==> src/rtl/calc_pkg.sv <==
// Shared types and constants for the two-function (add / multiply) engine.
//   state_t : FSM state encoding used by two_func_engine.
//   FN_ADD / FN_MUL : values driven on FSEL to pick the operation.
package calc_pkg;

  typedef enum logic [1:0] {
    StIdle = 2'b00,
    StRun  = 2'b01,
    StDone = 2'b10
  } state_t;

  localparam logic FN_ADD = 1'b0;
  localparam logic FN_MUL = 1'b1;

endpackage

==> src/rtl/shift_add_datapath.sv <==
// Operand capture and shift-add arithmetic for two_func_engine.
// Ports:
//   clk, rst_n : clock and asynchronous active-low reset
//   load       : capture a, b, fsel and restart the counter (IDLE with START)
//   step       : advance one multiplier bit (asserted while the FSM is in RUN)
//   a, b, fsel : operands and function select from the top level
//   result     : final result valid in the last RUN cycle (combinational)
//   last       : this RUN cycle is the final one
module shift_add_datapath
  import calc_pkg::*;
#(
  parameter int unsigned N = 4
) (
  input  logic           clk,
  input  logic           rst_n,
  input  logic           load,
  input  logic           step,
  input  logic [N-1:0]   a,
  input  logic [N-1:0]   b,
  input  logic           fsel,
  output logic [2*N-1:0] result,
  output logic           last
);

  localparam int unsigned CW = $clog2(N + 1);

  logic [2*N-1:0] acc_q, acc_d;
  logic [2*N-1:0] a_sh_q;
  logic [N-1:0]   b_sh_q;
  logic [CW-1:0]  cnt_q;
  logic           fsel_q;

  // Multiplicand shifts left, multiplier shifts right: bit 0 of b_sh_q is
  // always the multiplier bit for the current cycle.
  always_comb begin
    acc_d = acc_q + (b_sh_q[0] ? a_sh_q : '0);
    if (fsel_q == FN_MUL) begin
      result = acc_d;
      last   = (cnt_q == CW'(1));
    end else begin
      result = a_sh_q + {{N{1'b0}}, b_sh_q};
      last   = 1'b1;
    end
  end

  always_ff @(posedge clk or negedge rst_n) begin
    if (!rst_n) begin
      acc_q  <= '0;
      a_sh_q <= '0;
      b_sh_q <= '0;
      cnt_q  <= '0;
      fsel_q <= FN_ADD;
    end else if (load) begin
      acc_q  <= '0;
      a_sh_q <= {{N{1'b0}}, a};
      b_sh_q <= b;
      cnt_q  <= CW'(N);
      fsel_q <= fsel;
    end else if (step && fsel_q == FN_MUL) begin
      acc_q  <= acc_d;
      a_sh_q <= a_sh_q << 1;
      b_sh_q <= b_sh_q >> 1;
      cnt_q  <= cnt_q - CW'(1);
    end
  end

endmodule

==> src/rtl/two_func_engine.sv <==
// Two-function engine: R = A + B (1 RUN cycle) or R = A * B (N RUN cycles,
// shift-add). START in IDLE captures operands; DONE pulses for one cycle when
// R is loaded; BUSY is high in RUN and DONE.
// Ports:
//   CLK, CLR     : clock, asynchronous active-low reset
//   A, B, FSEL   : operands and function select (0 add, 1 multiply)
//   START        : request, honoured only in IDLE
//   BUSY, DONE   : status
//   R            : 2N-bit result, held until the next DONE
//   OVF          : R[2N-1:N] != 0; only when CALC_OVF_EN is defined
module two_func_engine
  import calc_pkg::*;
#(
  parameter int unsigned N = 4
) (
  input  logic           CLK,
  input  logic           CLR,
  input  logic [N-1:0]   A,
  input  logic [N-1:0]   B,
  input  logic           FSEL,
  input  logic           START,
  output logic           BUSY,
  output logic           DONE,
  output logic [2*N-1:0] R
`ifdef CALC_OVF_EN
  ,
  output logic           OVF
`endif
);

  state_t         state_q, state_d;
  logic           load, step, last;
  logic [2*N-1:0] result;
  logic [2*N-1:0] r_q;

  shift_add_datapath #(
    .N(N)
  ) u_datapath (
    .clk   (CLK),
    .rst_n (CLR),
    .load  (load),
    .step  (step),
    .a     (A),
    .b     (B),
    .fsel  (FSEL),
    .result(result),
    .last  (last)
  );

  always_comb begin
    state_d = state_q;
    load    = 1'b0;
    step    = 1'b0;
    case (state_q)
      StIdle: begin
        if (START) begin
          load    = 1'b1;
          state_d = StRun;
        end
      end
      StRun: begin
        step = 1'b1;
        if (last) state_d = StDone;
      end
      StDone:  state_d = StIdle;
      default: state_d = StIdle;
    endcase
  end

  always_ff @(posedge CLK or negedge CLR) begin
    if (!CLR) state_q <= StIdle;
    else      state_q <= state_d;
  end

  // R only loads on the RUN->DONE edge, so partial products never appear.
  always_ff @(posedge CLK or negedge CLR) begin
    if (!CLR)                          r_q <= '0;
    else if (state_q == StRun && last) r_q <= result;
  end

  assign R    = r_q;
  assign BUSY = (state_q == StRun) || (state_q == StDone);
  assign DONE = (state_q == StDone);

`ifdef CALC_OVF_EN
  logic ovf_q;
  always_ff @(posedge CLK or negedge CLR) begin
    if (!CLR)                          ovf_q <= 1'b0;
    else if (state_q == StRun && last) ovf_q <= |result[2*N-1:N];
  end
  assign OVF = ovf_q;
`endif

endmodule
==> config.mk <==
export PLATFORM = sky130hd
export DESIGN_NAME = two_func_engine
export DESIGN_NICKNAME = d
export VERILOG_FILES = /design/src/rtl/calc_pkg.sv /design/src/rtl/shift_add_datapath.sv /design/src/rtl/two_func_engine.sv
export SDC_FILE = /design/constraint.sdc
export NUM_CORES = 1
export LEC_CHECK = 0
export CORE_MARGIN = 4
export CORE_UTILIZATION = 50
export CTS_CLUSTER_SIZE = 28
export DETAILED_ROUTE_END_ITERATION = 10
export GPL_ROUTABILITY_DRIVEN = 0
export PLACE_DENSITY_LB_ADDON = 0.12
export SYNTH_ARGS = -nofsm -noshare
export SYNTH_HDL_FRONTEND = slang
export SYNTH_SLANG_ARGS = --single-unit
==> constraint.sdc <==
create_clock -name CLK -period 5.1 [get_ports CLK]
set_input_delay 1.275 -clock CLK [delete_from_list [all_inputs] [get_ports CLK]]
set_output_delay 1.275 -clock CLK [all_outputs]
set_load 0.005 [all_outputs]
# --- Word level (Yosys, flattened, before mapping) ---
# Index checks and enable logic that the tools add are counted.
# Widths: inputs -> output; s select.
totals:
  mem_count: 0
  latch_bits: 0
  romBits: 0
  word_cells: 38
  ramBits: 0
  regBits: 34
classes:
  div: 0
  mul: 0
  mux: 17
  n_bitwise: 0
  addsub: 3
  shift: 0
  reduce_logical: 6
  n_lt_le_gt_ge: 0
  n_eq_ne: 5
op_table:
  columns: ["cell", "count"]
  rows:
  - ["$mux 8", 6]
  - ["$add 8x4->8", 1]
  - ["$add 8x8->8", 1]
  - ["$mux 4", 2]
  - ["$mux 3", 2]
  - ["$mux 1", 4]
  - ["$mux 2", 2]
  - ["$ne 2x2->1 const B", 2]
  - ["$pmux 2 s2", 1]
  - ["$eq 3x1->1 const B", 1]
  - ["$sub 3x1->3 const B", 1]
  - ["$eq 2x1->1 const B", 1]
  - ["$eq 2x2->1 const B", 1]
  - ["$logic_and 1x1->1", 2]
  - ["$logic_not 2->1", 1]
  - ["$reduce_and 2->1", 1]
  - ["$reduce_bool 2->1", 1]
  - ["$logic_or 1x1->1", 1]

# --- Longest topological paths before layout ---
logic_depth:
  depth_word: 5
  depth_mapped: 8

# --- Cells and area by module ---
# From an unflattened synthesis, not the netlist that was laid out.
unflattened:
  hier_cells: 213
  area_unflattened_um2: 2137.0
by_module_without_submodules:
  columns: ["mod", "area_each_um2", "seq_area_each_um2", "cells_per_inst", "instances"]
  rows:
  - ["shift_add_datapath", 1671.6, 600.6, 181, 1]
  - ["two_func_engine", 465.4, 250.2, 32, 1]

# --- Least setup slack after synthesis ---
# No wires, ideal clock.
synth_path:
  path_type: "reg2reg"
  start: "register u_datapath.b_sh_q[0]"
  end: "register u_datapath.acc_q[6]"
  path_stages_with_launch: 9
  required_time_ns: 5.006
  path_buffers: 0
  t_arrival_ns: 2.114
  period_less_slack_ns: 2.207
  setup_slack_ns: 2.893
  cell_sequence: "dfrtp_1 ha_1 ha_1 fa_1 a211oi_1 o21bai_1 a21oi_2 nor2_1 a211oi_1"
synth_via:
  elab_chain_len: 4
synth_rtl:
  columns: ["element", "line", "text"]
  rows:
  - ["start: declaration", "shift_add_datapath.sv:29", "logic [N-1:0] b_sh_q;"]
  - ["start signal: assignment", "shift_add_datapath.sv:62", "b_sh_q <= b_sh_q >> 1;"]
  - ["$mux 8", "shift_add_datapath.sv:36", "acc_d = acc_q + (b_sh_q[0] ? a_sh_q : '0);"]
  - ["$add 8x8->8", "shift_add_datapath.sv:36", null]
  - ["$mux 8", "shift_add_datapath.sv:59", "end else if (step && fsel_q == FN_MUL) begin"]
  - ["$mux 8", "shift_add_datapath.sv:53", "end else if (load) begin"]
  - ["end signal: assignment", "shift_add_datapath.sv:48", "acc_q <= '0;"]
  - ["end signal: assignment", "shift_add_datapath.sv:54", "acc_q <= '0;"]
  - ["end signal: assignment", "shift_add_datapath.sv:60", "acc_q <= acc_d;"]
  - ["end: declaration", "shift_add_datapath.sv:27", "logic [2*N-1:0] acc_q, acc_d;"]
# Every way passes these cells. The select of a mux whose other input is x is not followed.
# A chain may end at the register's enable or synchronous reset.

# --- Worst setup path after layout ---
layout_path:
  start: "register state_q[0]"
  end: "output BUSY"
layout_via:
  elab_chain_len: 2
layout_rtl:
  columns: ["element", "line", "text"]
  rows:
  - ["start: declaration", "two_func_engine.sv:31", "state_t state_q, state_d;"]
  - ["start signal: assignment", "two_func_engine.sv:71", "if (!CLR) state_q <= StIdle;"]
  - ["start signal: assignment", "two_func_engine.sv:72", "else state_q <= state_d;"]
  - ["$eq 2x1->1 / $eq 2x2->1 (equally long branches)", "two_func_engine.sv:82", "assign BUSY = (state_q == StRun) || (state_q == StDone);"]
  - ["$logic_or 1x1->1 *", "two_func_engine.sv:82", null]
  - ["end: declaration", "two_func_engine.sv:22", "output logic BUSY,"]
# Every way passes the cells marked *; elsewhere a longest branch is shown, timed or not.

==> results.yml <==
synthesis:
  synth.cell_area_um2: 2090
  synth_xor_area_share_pct: 3.35
  synth-simple-area-share_pct: 17.8
  synth.avg_cell_area_um2: 9.05
  synth_compound_area_share_pct: 20.3
  synthMuxAreaShare_pct: 1.92
  synth_top_family_by_area: "compound AO/OA/AOI/OAI gates"
  synth_fp_nets: 262
  ys_seq_area_share_pct: 40.7
  synth_seq_cells: 34
  synthCells: 231
  synth_cell_types: 40
  synth_adder_area_share_pct: 12.1
  yosys_warnings: 0
clocking:
  root_buffer: "clkbuf_8"
  clk_pin_slew_worst_paths_ns: 0.07
  ctsHoldBuffers: 0
  cts.repair.resized: 0
  clk_path_buf_depth: 2
  post_cts_buffers: 0
  clk_latency_ns: 0.29
  cts_sinks: 34
  tritoncts: "yes"
  cts_max_level: 2
  cts_buffers: 5
global_route:
  antenna_found_initial: 0
  grt_max_degree: 35
  first_global_vias: 1616
  overflow: 0
  grtUsageTotal_pct: 19.1
  grt_pass1_wl_um: 7760
placed_design:
  dp_hpwl_um: 3160
  port_buffers: 21
  post_dp_cell_area_um2: 2310
floorplanning:
  ioPinCount: 22
  initial_core_util_pct: 51.9
  die-area_um2: 5280
  die_h_um: 72.7
  num_rows: 23
  core_um2: 4030
  die_x_um: 72.7
drt:
  drt_first_pass_iters: 6
  drtIter0Drc: 149
  antenna_left: 0
  routed_wl_um: 4470
  vias: 1690
  post-route-drc-count: 0
  wl_per_cell_um: 14.8
  vias_per_cell: 5.61
setup_path:
  start_kind: "flop"
  reg2reg_from: "u_datapath.b_sh_q[0]"
  cp_slowest_cell: "clkdlybuf4s50_1"
  cp_max_fo: 4
  r2r_end: "u_datapath.acc_q[6]"
  critPathMaxStageDelay_ns: 0.49
  reg2reg_depth: 8
  required_ns: 3.83
  end_kind: "output pin"
  cp_cell_sequence: "inv_1 > ha_1 > clkdlybuf4s50_1"
  crit_type: "flop to output pin"
  arrival_ns: 1.50
  r2r_setup_slack_ns: 2.60
finish:
  drive_gt1_share_pct: 6.37
  fin_nets: 281
  final_util_pct: 59.8
  final_cell_mix: "nand2_1, dfrtp_1, clkdlybuf4s50_1"
  fin_area_um2: 2410
  area_growth_pct: 15.2
  antenna_cells: 0
  layout_commonest_cell: "nand2_1"
sta:
  tightest_slew_ns: 0.929
  fin_setup_tns_ns: 0
  min_period_over_period_pct: 54.5
  max_slew_margin_pct: 38.1
  final_max_slew_viol_count: 0
  finalSetupViolCount: 0
  period_minus_slack_ns: 2.78
  finClkSkew_ns: 0.00631
  rsz0062_at_grt: "false"
  final_hold_viol_count: 0
  fmax_mhz: 360
hold_path:
  worstHoldPathType: "flop to flop"
  hold_path_end: "R[2]"
  hold_path_depth: 1
  min_from: "R[2]"
power_and_ir_drop:
  ir_drop_mv: 0.226
  p_per_area_nw_per_um2: 602
  p_leak_nw: 1.09
run:
  max_cap_violations: 0
status:
  status: "completed"
-- power breakdown --
part,internal [mW],switching (mW)
combinational,0.337,0.416
clock,0.108,0.102
sequential,0.377,0.108
total,0.823,0.626
-- cells by family (layout without fill, tap and decap cells) --
logic type	count (synthesis)	in the layout
AND/OR/NAND/NOR	83	83
AO/OA/AOI/OAI	67	67
XOR/XNOR	8	8
flip-flops	34	34
buffers and inverters	16	36
multiplexers	4	4
adder cells (fa/ha/maj)	19	19
-- routing by layer --
| layer | GRT usage (%) | part of all wire, % | vias up |
|---|---|---|---|
| li1 | - | - | 856 |
| met1 | 26.6 | 49 | 782 |
| met2 | 28.3 | 44 | 42 |
| met3 | 4.13 | 4.5 | 10 |
| met4 | 8.61 | 2.2 | 0 |
| met5 | 0 | 0 | - |
-- through the flow --
step / hold WS, ns / total power, mW / instances / setup slack, ns
after floorplan: 0.455 / 1.03 / 231 / 2.89
after global placement: 0.463 / 1.23 / 293 / 2.29
after detailed placement: 0.471 / 1.24 / 293 / 2.27
after CTS: 0.486 / 1.46 / 301 / 2.29
after global routing: 0.506 / 1.59 / 301 / 2.24
final: 0.483 / 1.45 / 301 / 2.32
-- registers in the layout, summed over array words and instances, names as in the netlist --
register	flops
u_datapath.fsel_q	1
R	8
u_datapath.acc_q	8
u_datapath.a_sh_q	8
u_datapath.cnt_q	3
state_q	2
u_datapath.b_sh_q	4
-- final cells by class --
| class | instances | area, um^2 |
|---|---|---|
| clock buffers | 6 | 82.6 |
| clock inverters | 2 | 12.5 |
| fillers | 373 | 1620 |
| inverters | 6 | 22.5 |
| multi-input cells | 181 | 1160 |
| flip-flops and latches | 34 | 851 |
| well taps | 50 | 62.6 |
| repair buffers | 22 | 218 |
-- synth_stat cells (all sizes together) --
master,number,area (um^2)
xnor2,4,35.0
o21bai,1,7.51
o2111ai,1,8.76
a22o,2,17.5
and2,9,57.6
nand4,1,6.26
ha,17,213
and3b,1,8.76
o22ai,1,6.26
o21a,1,7.51
inv,6,22.5
o211ai,3,22.5
a31oi,8,50.1
nor2b,1,6.26
o21ai,14,73.8
or3,1,6.26
nand2,40,150
nor3,6,30.0
a21o,6,46.3
buf,5,27.5
o31ai,1,7.51
nand3,3,15.0
and3,3,18.8
clkbuf,5,30.0
fa,2,40.0
a211oi,10,75.1
mux2i,4,40.0
xor2,4,35.0
dfrtp,34,851
and2b,1,8.76
a21oi,19,103
nor2,17,63.8
-- how the worst max path moves through the flow --
| stage | from | to | slack, ns |
|---|---|---|---|
| CTS | state_q[0] | BUSY | 2.29 |
| floorplan | u_datapath.b_sh_q[0] | u_datapath.acc_q[6] | 2.89 |
| detailed placement | START | u_datapath.b_sh_q[3] | 2.27 |
| finish | state_q[0] | BUSY | 2.32 |
| global route | state_q[0] | BUSY | 2.24 |
| global placement | START | u_datapath.b_sh_q[3] | 2.29 |
-- worst max-delay path, delay by kind of cell (launching register included) --
kind | cells | cell delay (ns)
flops | 1 | 0.36
buf+inv | 2 | 0.58
fa+ha+maj | 1 | 0.28
(Power assumes the default switching activity.)
